$ cat config.mk
export PLATFORM = sky130hd
export DESIGN_NAME = conditional_logic
export DESIGN_NICKNAME = d
export VERILOG_FILES = /design/src/rtl/condition_codes_pkg.sv /design/src/rtl/condition_check.sv /design/src/rtl/conditional_logic.sv
export SDC_FILE = /design/constraint.sdc
export NUM_CORES = 1
export LEC_CHECK = 0
export CAP_MARGIN = 10
export CORE_AREA = 2 2 39 41
export DETAILED_ROUTE_END_ITERATION = 8
export DIE_AREA = 0 0 41 43
export HOLD_SLACK_MARGIN = 0.12
export MAX_ROUTING_LAYER = met4
export PLACE_DENSITY_LB_ADDON = 0.3
export SETUP_SLACK_MARGIN = 0.3
export SLEW_MARGIN = 20
export SYNTH_ARGS = -nofsm -noshare
export SYNTH_HDL_FRONTEND = slang
export SYNTH_HIERARCHICAL = 1
export SYNTH_SLANG_ARGS = --single-unit
$ cat constraint.sdc
create_clock -name clock -period 1.77 [get_ports clock]
set_input_delay 0.354 -clock clock [delete_from_list [all_inputs] [get_ports clock]]
set_output_delay 0.354 -clock clock [all_outputs]
set_load 0.1 [all_outputs]
$ cat src/rtl/condition_codes_pkg.sv
// Condition-code encodings and NZCV flag positions shared by the condition logic.
package condition_codes_pkg;

    localparam int FLAG_WIDTH = 4;

    localparam int FLAG_N = 3;
    localparam int FLAG_Z = 2;
    localparam int FLAG_C = 1;
    localparam int FLAG_V = 0;

    typedef enum logic [3:0] {
        EQ = 4'b0000,
        NE = 4'b0001,
        CS = 4'b0010,
        CC = 4'b0011,
        MI = 4'b0100,
        PL = 4'b0101,
        VS = 4'b0110,
        VC = 4'b0111,
        HI = 4'b1000,
        LS = 4'b1001,
        GE = 4'b1010,
        LT = 4'b1011,
        GT = 4'b1100,
        LE = 4'b1101,
        AL = 4'b1110,
        NV = 4'b1111
    } condition_code_t;

endpackage

$ cat src/rtl/condition_check.sv
// Purely combinational evaluation of a 4-bit ARM condition field against stored NZCV flags.
module condition_check
    import condition_codes_pkg::*;
(
    input  logic [3:0]            condition,
    input  logic [FLAG_WIDTH-1:0] flags,
    output logic                  condition_met
);

    logic n, z, c, v;

    assign n = flags[FLAG_N];
    assign z = flags[FLAG_Z];
    assign c = flags[FLAG_C];
    assign v = flags[FLAG_V];

    always_comb begin
        condition_met = 1'b0;
        case (condition_code_t'(condition))
            EQ: condition_met = z;
            NE: condition_met = ~z;
            CS: condition_met = c;
            CC: condition_met = ~c;
            MI: condition_met = n;
            PL: condition_met = ~n;
            VS: condition_met = v;
            VC: condition_met = ~v;
            HI: condition_met = ~z & c;
            LS: condition_met = z | ~c;
            GE: condition_met = (n == v);
            LT: condition_met = (n != v);
            GT: condition_met = ~z & (n == v);
            LE: condition_met = z | (n != v);
            AL: condition_met = 1'b1;
            // NV never executes; listed so the result is a defined 0 rather than a default fall-through
            NV: condition_met = 1'b0;
            default: condition_met = 1'b0;
        endcase
    end

endmodule

$ cat src/rtl/conditional_logic.sv
// NZCV flag storage and condition gating of decoder write/PC requests.
// Optional macro CONDITIONAL_LOGIC_STALL_EN adds a stall input that freezes flags and gated writes.
module conditional_logic
    import condition_codes_pkg::*;
(
    input  logic                  clock,
    input  logic                  reset,
`ifdef CONDITIONAL_LOGIC_STALL_EN
    input  logic                  stall,
`endif
    input  logic [3:0]            condition,
    input  logic [FLAG_WIDTH-1:0] alu_flags,
    input  logic [1:0]            flag_write,
    input  logic                  potential_program_counter,
    input  logic                  register_write_enable,
    input  logic                  memory_write_enable,
    output logic                  program_counter_source,
    output logic                  register_write,
    output logic                  memory_write,
    output logic                  condition_met,
    output logic [FLAG_WIDTH-1:0] flags
);

    logic [FLAG_WIDTH-1:0] flags_q;
    logic [FLAG_WIDTH-1:0] flags_d;
    logic                  issue_ok;

    condition_check u_condition_check (
        .condition     (condition),
        .flags         (flags_q),
        .condition_met (condition_met)
    );

`ifdef CONDITIONAL_LOGIC_STALL_EN
    assign issue_ok = condition_met & ~stall;
`else
    assign issue_ok = condition_met;
`endif

    // ANDing with issue_ok first keeps unknown decoder requests from reaching the flags when squashed
    always_comb begin
        flags_d = flags_q;
        if (issue_ok & flag_write[1]) begin
            flags_d[FLAG_N] = alu_flags[FLAG_N];
            flags_d[FLAG_Z] = alu_flags[FLAG_Z];
        end
        if (issue_ok & flag_write[0]) begin
            flags_d[FLAG_C] = alu_flags[FLAG_C];
            flags_d[FLAG_V] = alu_flags[FLAG_V];
        end
    end

    always_ff @(posedge clock or posedge reset) begin
        if (reset) begin
            flags_q <= '0;
        end else begin
            flags_q <= flags_d;
        end
    end

    assign program_counter_source = issue_ok & potential_program_counter;
    assign register_write         = issue_ok & register_write_enable;
    assign memory_write           = issue_ok & memory_write_enable;
    assign flags                  = flags_q;

endmodule
==> impl_metrics.env, run 1 <==
export IMPL_grt_overflow=0
export IMPL_most_common_library_cell_in_the_layout_ignoring_fill_and_taps="sky130_fd_sc_hd__buf_4"
export IMPL_global_route_wire_length_before_repair_mm=1.497
export IMPL_vias=417
export IMPL_detailedPlacementHpwl_um=757.9
export IMPL_detailedRoute_firstPassIterationCount=4
export IMPL_die_width_um=41
export IMPL_clkSlewWorstSetupHoldPaths_ns=0.04
export IMPL_rsz0062_at_grt="true"
export IMPL_ctsRootBufferMaster="sky130_fd_sc_hd__clkbuf_4"
export IMPL_finalHoldViolCount=0
export IMPL_fraction_of_layout_instances_using_a_drive_strength_above_1_pct=54.05
export IMPL_timing_worst_setup_path_type="reg2out"
export IMPL_flip_flop_count_of_the_largest_register_all_copies_and_words_added=4
export IMPL_worst_ep_arrival_time_ns=2.04
export IMPL_cp_top_family="compound AO/OA/AOI/OAI gates"
export IMPL_drt_iter0_markers=2
export IMPL_boundary_pins=23
export IMPL_maxSlewHeadroom_pct=75.47
export IMPL_worstRegToRegCells=9
export IMPL_vdd_ir_drop_max_uv=1231
export IMPL_timing_critical_path_to_type="output port"
export IMPL_floorplan_initialDensity_pct=24.14
export IMPL_origin_of_the_critical_flop_to_flop_path="flags[0]"
export IMPL_worst_setup_slack_final_ns=-0.6224
export IMPL_syn_mean_instance_area_um2=9.029
export IMPL_layout_worst_path_cycle_share_pct=135.2
export IMPL_ys_ff_latch=4
export IMPL_final_util_pct=61.75
export IMPL_totalNegativeSetupSlack_ns=-4.179
export IMPL_critical_path_s_slowest_cell="sky130_fd_sc_hd__dfrtp_4"
export IMPL_design_die_area_um2=1763
export IMPL_r2r_endpoint="flags[2]"
export IMPL_first_global_vias=362
export IMPL_startpoint_type="flop"
export IMPL_run_status="complete, but fails checks"
export IMPL_tritoncts="yes"
export IMPL_cts_num_sinks=4
export IMPL_area_growth_syn_to_layout_pct=155.8
export IMPL_final_min_clock_period_ns=2.392
export IMPL_synthesized_net_count=52
export IMPL_grt_antenna_before_repair=0
export IMPL_slew_worst_pin_ns=0.3657
export IMPL_post_synth_instance_area_um2=334.1
export IMPL_path_category_of_the_worst_min_delay_check="in2async"
export IMPL_hold_buffers=0
export IMPL_groute_usage_overall_pct=13.43
export IMPL_place_port_buffers=22
export IMPL_cts_made_buffers=3
export IMPL_timing_critical_path_buf_inv=1
export IMPL_h_tree_levels=1
export IMPL_highest_clock_frequency_the_design_can_meet_mhz=418.0
export IMPL_path_cells="xor2_4 > xor2_2 > a2111oi_4 > a311oi_2 > o22ai_4 > and2_4 > buf_12"
export IMPL_wl_per_cell_um=11.07
export IMPL_synth_seq_area_share_pct=29.96
export IMPL_cap_viol_max_count=0
export IMPL_drt_drc_violations_left=0
export IMPL_gpl_final_weighted_congestion=0.6627
export IMPL_reg2reg_setup_slack_ns=-0.44
export IMPL_report_final_slew_viol_count=0
export IMPL_antenna_violating_nets_post_route=0
export IMPL_nNetsFinal=91
export IMPL_layout_cells_most_common_list="sky130_fd_sc_hd__buf_4, sky130_fd_sc_hd__clkdlybuf4s50_1, sky130_fd_sc_hd__buf_12"
export IMPL_violated_checks="setup timing"
export IMPL_detail_route_vias_per_cell=4.633
export IMPL_cellPowerDensity_nw_per_um2=2038
export IMPL_synth_cell_types=22
export IMPL_skew_ns=0.002117
export IMPL_cts_root_to_sink_buffers=2
export IMPL_cellLeakagePower_uw=0.0003579
export IMPL_insertedDiodeCount=0
export IMPL_cp_data_required_time_ns=1.42
export IMPL_route_final_wire_length_um=996
export IMPL_syn_instance_count=37
export IMPL_ys_warn_count=6
export IMPL_worst_path_largest_cell_delay_ns=0.50
export IMPL_die_h_um=43
export IMPL_worst_skew_pair_late_latency_ns=0.24
export IMPL_fp_coreArea_um2=1384
export IMPL_placementRows=14
export IMPL_setup_viol_count_final=8
export IMPL_grt_max_degree=7
export IMPL_worstPathMaxFanout=5
[worst register-to-register path, stage by stage (launching register included)]
cell and delay, ns:
sky130_fd_sc_hd__dfrtp_4 0.50, sky130_fd_sc_hd__xor2_4 0.22, sky130_fd_sc_hd__xor2_2 0.20, sky130_fd_sc_hd__a2111oi_4 0.10, sky130_fd_sc_hd__a311oi_2 0.27, sky130_fd_sc_hd__o22ai_4 0.14, sky130_fd_sc_hd__buf_4 0.16, sky130_fd_sc_hd__buf_4 0.12
sky130_fd_sc_hd__nand2_2 0.08, sky130_fd_sc_hd__mux2_1 0.31
[per-stage QoR]
step                cell area, um^2  setup WS, ns  hold slack [ns]  std cells  total power, uW
global placement              775.7       -0.8065           0.5469         86             1522
floorplan                     369.1        -1.138           0.1200         37            986.0
global route                  854.6       -0.7156           0.3190         90             1821
CTS                           823.3       -0.6338           0.2909         90             1697
detailed placement            775.7       -0.8370           0.5448         86             1531
finish                        854.6       -0.6224           0.2920         90             1742
[area by class of cell]
cell class,instances,area (um^2)
inverters,2,7.507
clock buffers,3,22.52
flip-flops and latches,4,110.1
well taps,16,20.02
fillers,120,529.3
repair buffers,36,402.9
multi-input cells,29,291.5
[layer usage]
metal | vias up | GRT usage (%) | wire length [um]
li1 | 205 | - | -
met1 | 191 | 14.66 | 355
met2 | 17 | 19.69 | 524
met3 | 4 | 2.094 | 80
met4 | 0 | 12.00 | 35
met5 | - | - | 0
[cell families (layout without fill, tap and decap cells)]
family / count (synthesis) / after routing / synth area share [%]
compound gates: 9 / 9 / 18.35
buf+inv: 4 / 41 / 5.619
mux: 5 / 5 / 16.48
simple gates: 11 / 11 / 19.10
flops: 4 / 4 / 29.96
xor+xnor: 4 / 4 / 10.49
[Yosys cell counts]
master	number	share of area, %
sky130_fd_sc_hd__mux2i_1	1	3.0
sky130_fd_sc_hd__o22ai_1	1	1.9
sky130_fd_sc_hd__o21ai_0	1	1.5
sky130_fd_sc_hd__clkbuf_1	1	1.1
sky130_fd_sc_hd__xnor2_1	1	2.6
sky130_fd_sc_hd__inv_1	2	2.2
sky130_fd_sc_hd__nor2b_1	1	1.9
sky130_fd_sc_hd__a211oi_1	1	2.2
sky130_fd_sc_hd__a2111oi_1	1	3.0
sky130_fd_sc_hd__nand2b_1	1	1.9
sky130_fd_sc_hd__a311oi_1	1	2.6
sky130_fd_sc_hd__and2_2	3	6.7
sky130_fd_sc_hd__dfrtp_1	4	30
sky130_fd_sc_hd__nor4b_1	1	2.6
sky130_fd_sc_hd__buf_4	1	2.2
sky130_fd_sc_hd__a21oi_1	3	4.5
sky130_fd_sc_hd__xor2_1	3	7.9
sky130_fd_sc_hd__mux2_1	4	13
sky130_fd_sc_hd__nor3_1	1	1.5
sky130_fd_sc_hd__o22a_1	1	2.6
sky130_fd_sc_hd__nor2_1	2	2.2
sky130_fd_sc_hd__nand2_1	2	2.2
[how the worst max path moves through the flow]
stage	start	to	slack [ns]	depth (start not counted)
final	flags[0]	program_counter_source	-0.62	7
after detailed placement	condition[0]	flags[3]	-0.84	10
after global placement	condition[0]	register_write	-0.81	8
after floorplan	flags[0]	memory_write	-1.14	6
after global routing	flags[0]	register_write	-0.72	7
after CTS	flags[0]	memory_write	-0.63	7
[power breakdown]
part / internal [uW] / switching, uW
combinational: 591 / 815
sequential: 159 / 62.1
clock: 75.9 / 38.8
[repair_timing]
| item | in CTS | in global routing |
|---|---|---|
| gates resized for setup | 7 | 3 |
| setup buffers | 1 | 0 |
| pin swaps | 2 | 2 |
| endpoints found under the setup margin | 8 | 8 |
(Power assumes the default switching activity.)
==> inputs of run 2 (changes only) <==
- CAP_MARGIN: 10 -> default
- TNS_END_PERCENT: default -> 30
==> impl_metrics.env, run 2 (synthesized netlist as in run 1, its figures left out) <==
export IMPL_run_status="complete, but fails checks"
export IMPL_violated_checks="setup timing"
export IMPL_ctsRootBufferMaster="sky130_fd_sc_hd__clkbuf_4"
export IMPL_fraction_of_layout_instances_using_a_drive_strength_above_1_pct=52.05
export IMPL_dpl_worst_slack_ns=-0.9179
export IMPL_pwr_share_seq_pct=12.2
export IMPL_cp_top_family="compound AO/OA/AOI/OAI gates"
export IMPL_final_min_clock_period_ns=2.409
export IMPL_die_h_um=43
export IMPL_detail_route_vias_per_cell=4.528
export IMPL_clkSlewWorstSetupHoldPaths_ns=0.04
export IMPL_report_final_slew_viol_count=0
export IMPL_route_final_wire_length_um=990
export IMPL_design_die_area_um2=1763
export IMPL_p_total_uw=1680
export IMPL_global_route_wire_length_before_repair_mm=1.545
export IMPL_placement_cell_area_um2=768.2
export IMPL_timing_worst_setup_path_type="reg2out"
export IMPL_layout_worst_path_cycle_share_pct=136.1
export IMPL_detailedRoute_firstPassIterationCount=1
export IMPL_grt_max_degree=8
export IMPL_skew_ns=0.0001989
export IMPL_path_category_of_the_worst_min_delay_check="in2async"
export IMPL_net_switching_power_uw=875.3
export IMPL_cts_root_to_sink_buffers=2
export IMPL_area_growth_syn_to_layout_pct=144.2
export IMPL_nNetsFinal=90
export IMPL_worst_path_largest_cell_delay_ns=0.48
export IMPL_insertedDiodeCount=0
export IMPL_h_tree_levels=1
export IMPL_slew_worst_pin_ns=0.3306
export IMPL_grt_overflow=0
export IMPL_maxSlewHeadroom_pct=77.92
export IMPL_gpl_final_weighted_congestion=0.6820
export IMPL_grt_antenna_before_repair=0
export IMPL_groute_usage_overall_pct=13.96
export IMPL_finalHoldViolCount=0
export IMPL_startpoint_type="flop"
export IMPL_worst_ep_arrival_time_ns=2.05
export IMPL_timing_critical_path_buf_inv=1
export IMPL_most_common_library_cell_in_the_layout_ignoring_fill_and_taps="sky130_fd_sc_hd__buf_4"
export IMPL_final_util_pct=58.95
export IMPL_n_fill_cell=137
export IMPL_drt_drc_violations_left=0
export IMPL_critical_path_s_slowest_cell="sky130_fd_sc_hd__dfrtp_4"
export IMPL_highest_clock_frequency_the_design_can_meet_mhz=415.2
export IMPL_first_global_vias=391
export IMPL_proportion_of_total_power_due_to_net_switching_pct=52.11
export IMPL_worst_setup_slack_final_ns=-0.6386
export IMPL_rsz0062_at_grt="true"
export IMPL_vias=403
export IMPL_boundary_pins=23
export IMPL_flip_flop_count_of_the_largest_register_all_copies_and_words_added=4
export IMPL_postLayoutCellArea_um2=815.8
export IMPL_cp_data_required_time_ns=1.42
export IMPL_worst_skew_pair_late_latency_ns=0.23
export IMPL_hold_buffers=0
export IMPL_timing_critical_path_to_type="output port"
export IMPL_die_width_um=41
export IMPL_wl_per_cell_um=11.12
export IMPL_cellLeakagePower_uw=0.0003489
export IMPL_setup_viol_count_final=8
export IMPL_power_frac_clock_pct=6.6
export IMPL_path_cells="xor2_2 > xor2_1 > a2111oi_2 > a311oi_2 > o22ai_4 > and2_4 > buf_12"
export IMPL_floorplan_initialDensity_pct=24.14
export IMPL_layout_cells_most_common_list="sky130_fd_sc_hd__buf_4, sky130_fd_sc_hd__clkdlybuf4s50_1, sky130_fd_sc_hd__buf_12"
export IMPL_vdd_ir_drop_max_uv=1156
export IMPL_drt_iter0_markers=0
export IMPL_fp_coreArea_um2=1384
export IMPL_cts_made_buffers=3
export IMPL_cts_num_sinks=4
export IMPL_tritoncts="yes"
export IMPL_detailedPlacementHpwl_um=800.2
export IMPL_cap_viol_max_count=0
export IMPL_cellPowerDensity_nw_per_um2=2059
export IMPL_p_int_uw=804.5
export IMPL_placementRows=14
export IMPL_worstPathMaxFanout=5
export IMPL_place_port_buffers=22
export IMPL_antenna_violating_nets_post_route=0
export IMPL_share_comb_of_total_power_pct=81.2
==> run 2: cell types whose count changed in the layout (fill, tap and decap cells not counted) <==
| cell | before | now |
|---|---|---|
| sky130_fd_sc_hd__buf_4 | 14 | 13 |
| sky130_fd_sc_hd__a2111oi_2 | 0 | 1 |
| sky130_fd_sc_hd__a2111oi_4 | 1 | 0 |
| sky130_fd_sc_hd__xor2_4 | 1 | 0 |
| sky130_fd_sc_hd__xor2_1 | 1 | 2 |
==> run 2: power groups by stage <==
stage	logic (uW)	registers, uW	clock network (uW)
after global routing	1420	211	126
after floorplan	418	568	0
final	1360	204	112
after detailed placement	1330	208	0
after CTS	1360	207	121
after global placement	1320	205	0
==> run 2: path summary, 6_finish.rpt <==
| check | startpoint | cells past startpoint | slack, ns | end |
|---|---|---|---|---|
| setup reg to reg | flags[0] | 8 | -0.34 | flags[2] |
| hold / removal | reset | 2 | 0.30 | flags[0] |
| min in group clock | flags[2] | 2 | 0.65 | flags[2] |
| setup / recovery | flags[0] | 7 | -0.64 | memory_write |
| hold reg to reg | flags[2] | 2 | 0.65 | flags[2] |
| max in group asynchronous | reset | 2 | 1.30 | flags[3] |
==> run 2: layout make-up <==
cell class	instances	area (um^2)	share of cell area, %
multi-input cells	29	260.3	31.90
inverters	2	7.507	0.9202
well taps	16	20.02	2.454
clock buffers	3	22.52	2.761
flip-flops and latches	4	110.1	13.50
repair buffers	35	395.4	48.47
==> run 2: per-stage QoR <==
stage               cells  TNS, ns  hold slack, ns
finish                 89   -3.874          0.2985
global route           89   -4.739          0.3243
CTS                    89   -3.955          0.2923
detailed placement     85   -6.788          0.5496
global placement       85   -6.302          0.5485
floorplan              37   -7.918          0.1200
==> run 2: repair_timing <==
action,CTS,global route
buffers inserted,1,0
resized for setup,6,1
setup endpoints to repair,8,8
pin swaps,3,0
endpoints found under the hold margin,0,0
==> run 2: per-layer routing <==
metal,vias up,wire length [um],part of all wire [%],GRT usage (%)
li1,205,-,-,-
met1,176,398,40,15.03
met2,17,495,50,20.31
met3,5,56,5.7,3.141
met4,0,40,4.0,12.00
met5,-,0,0,-
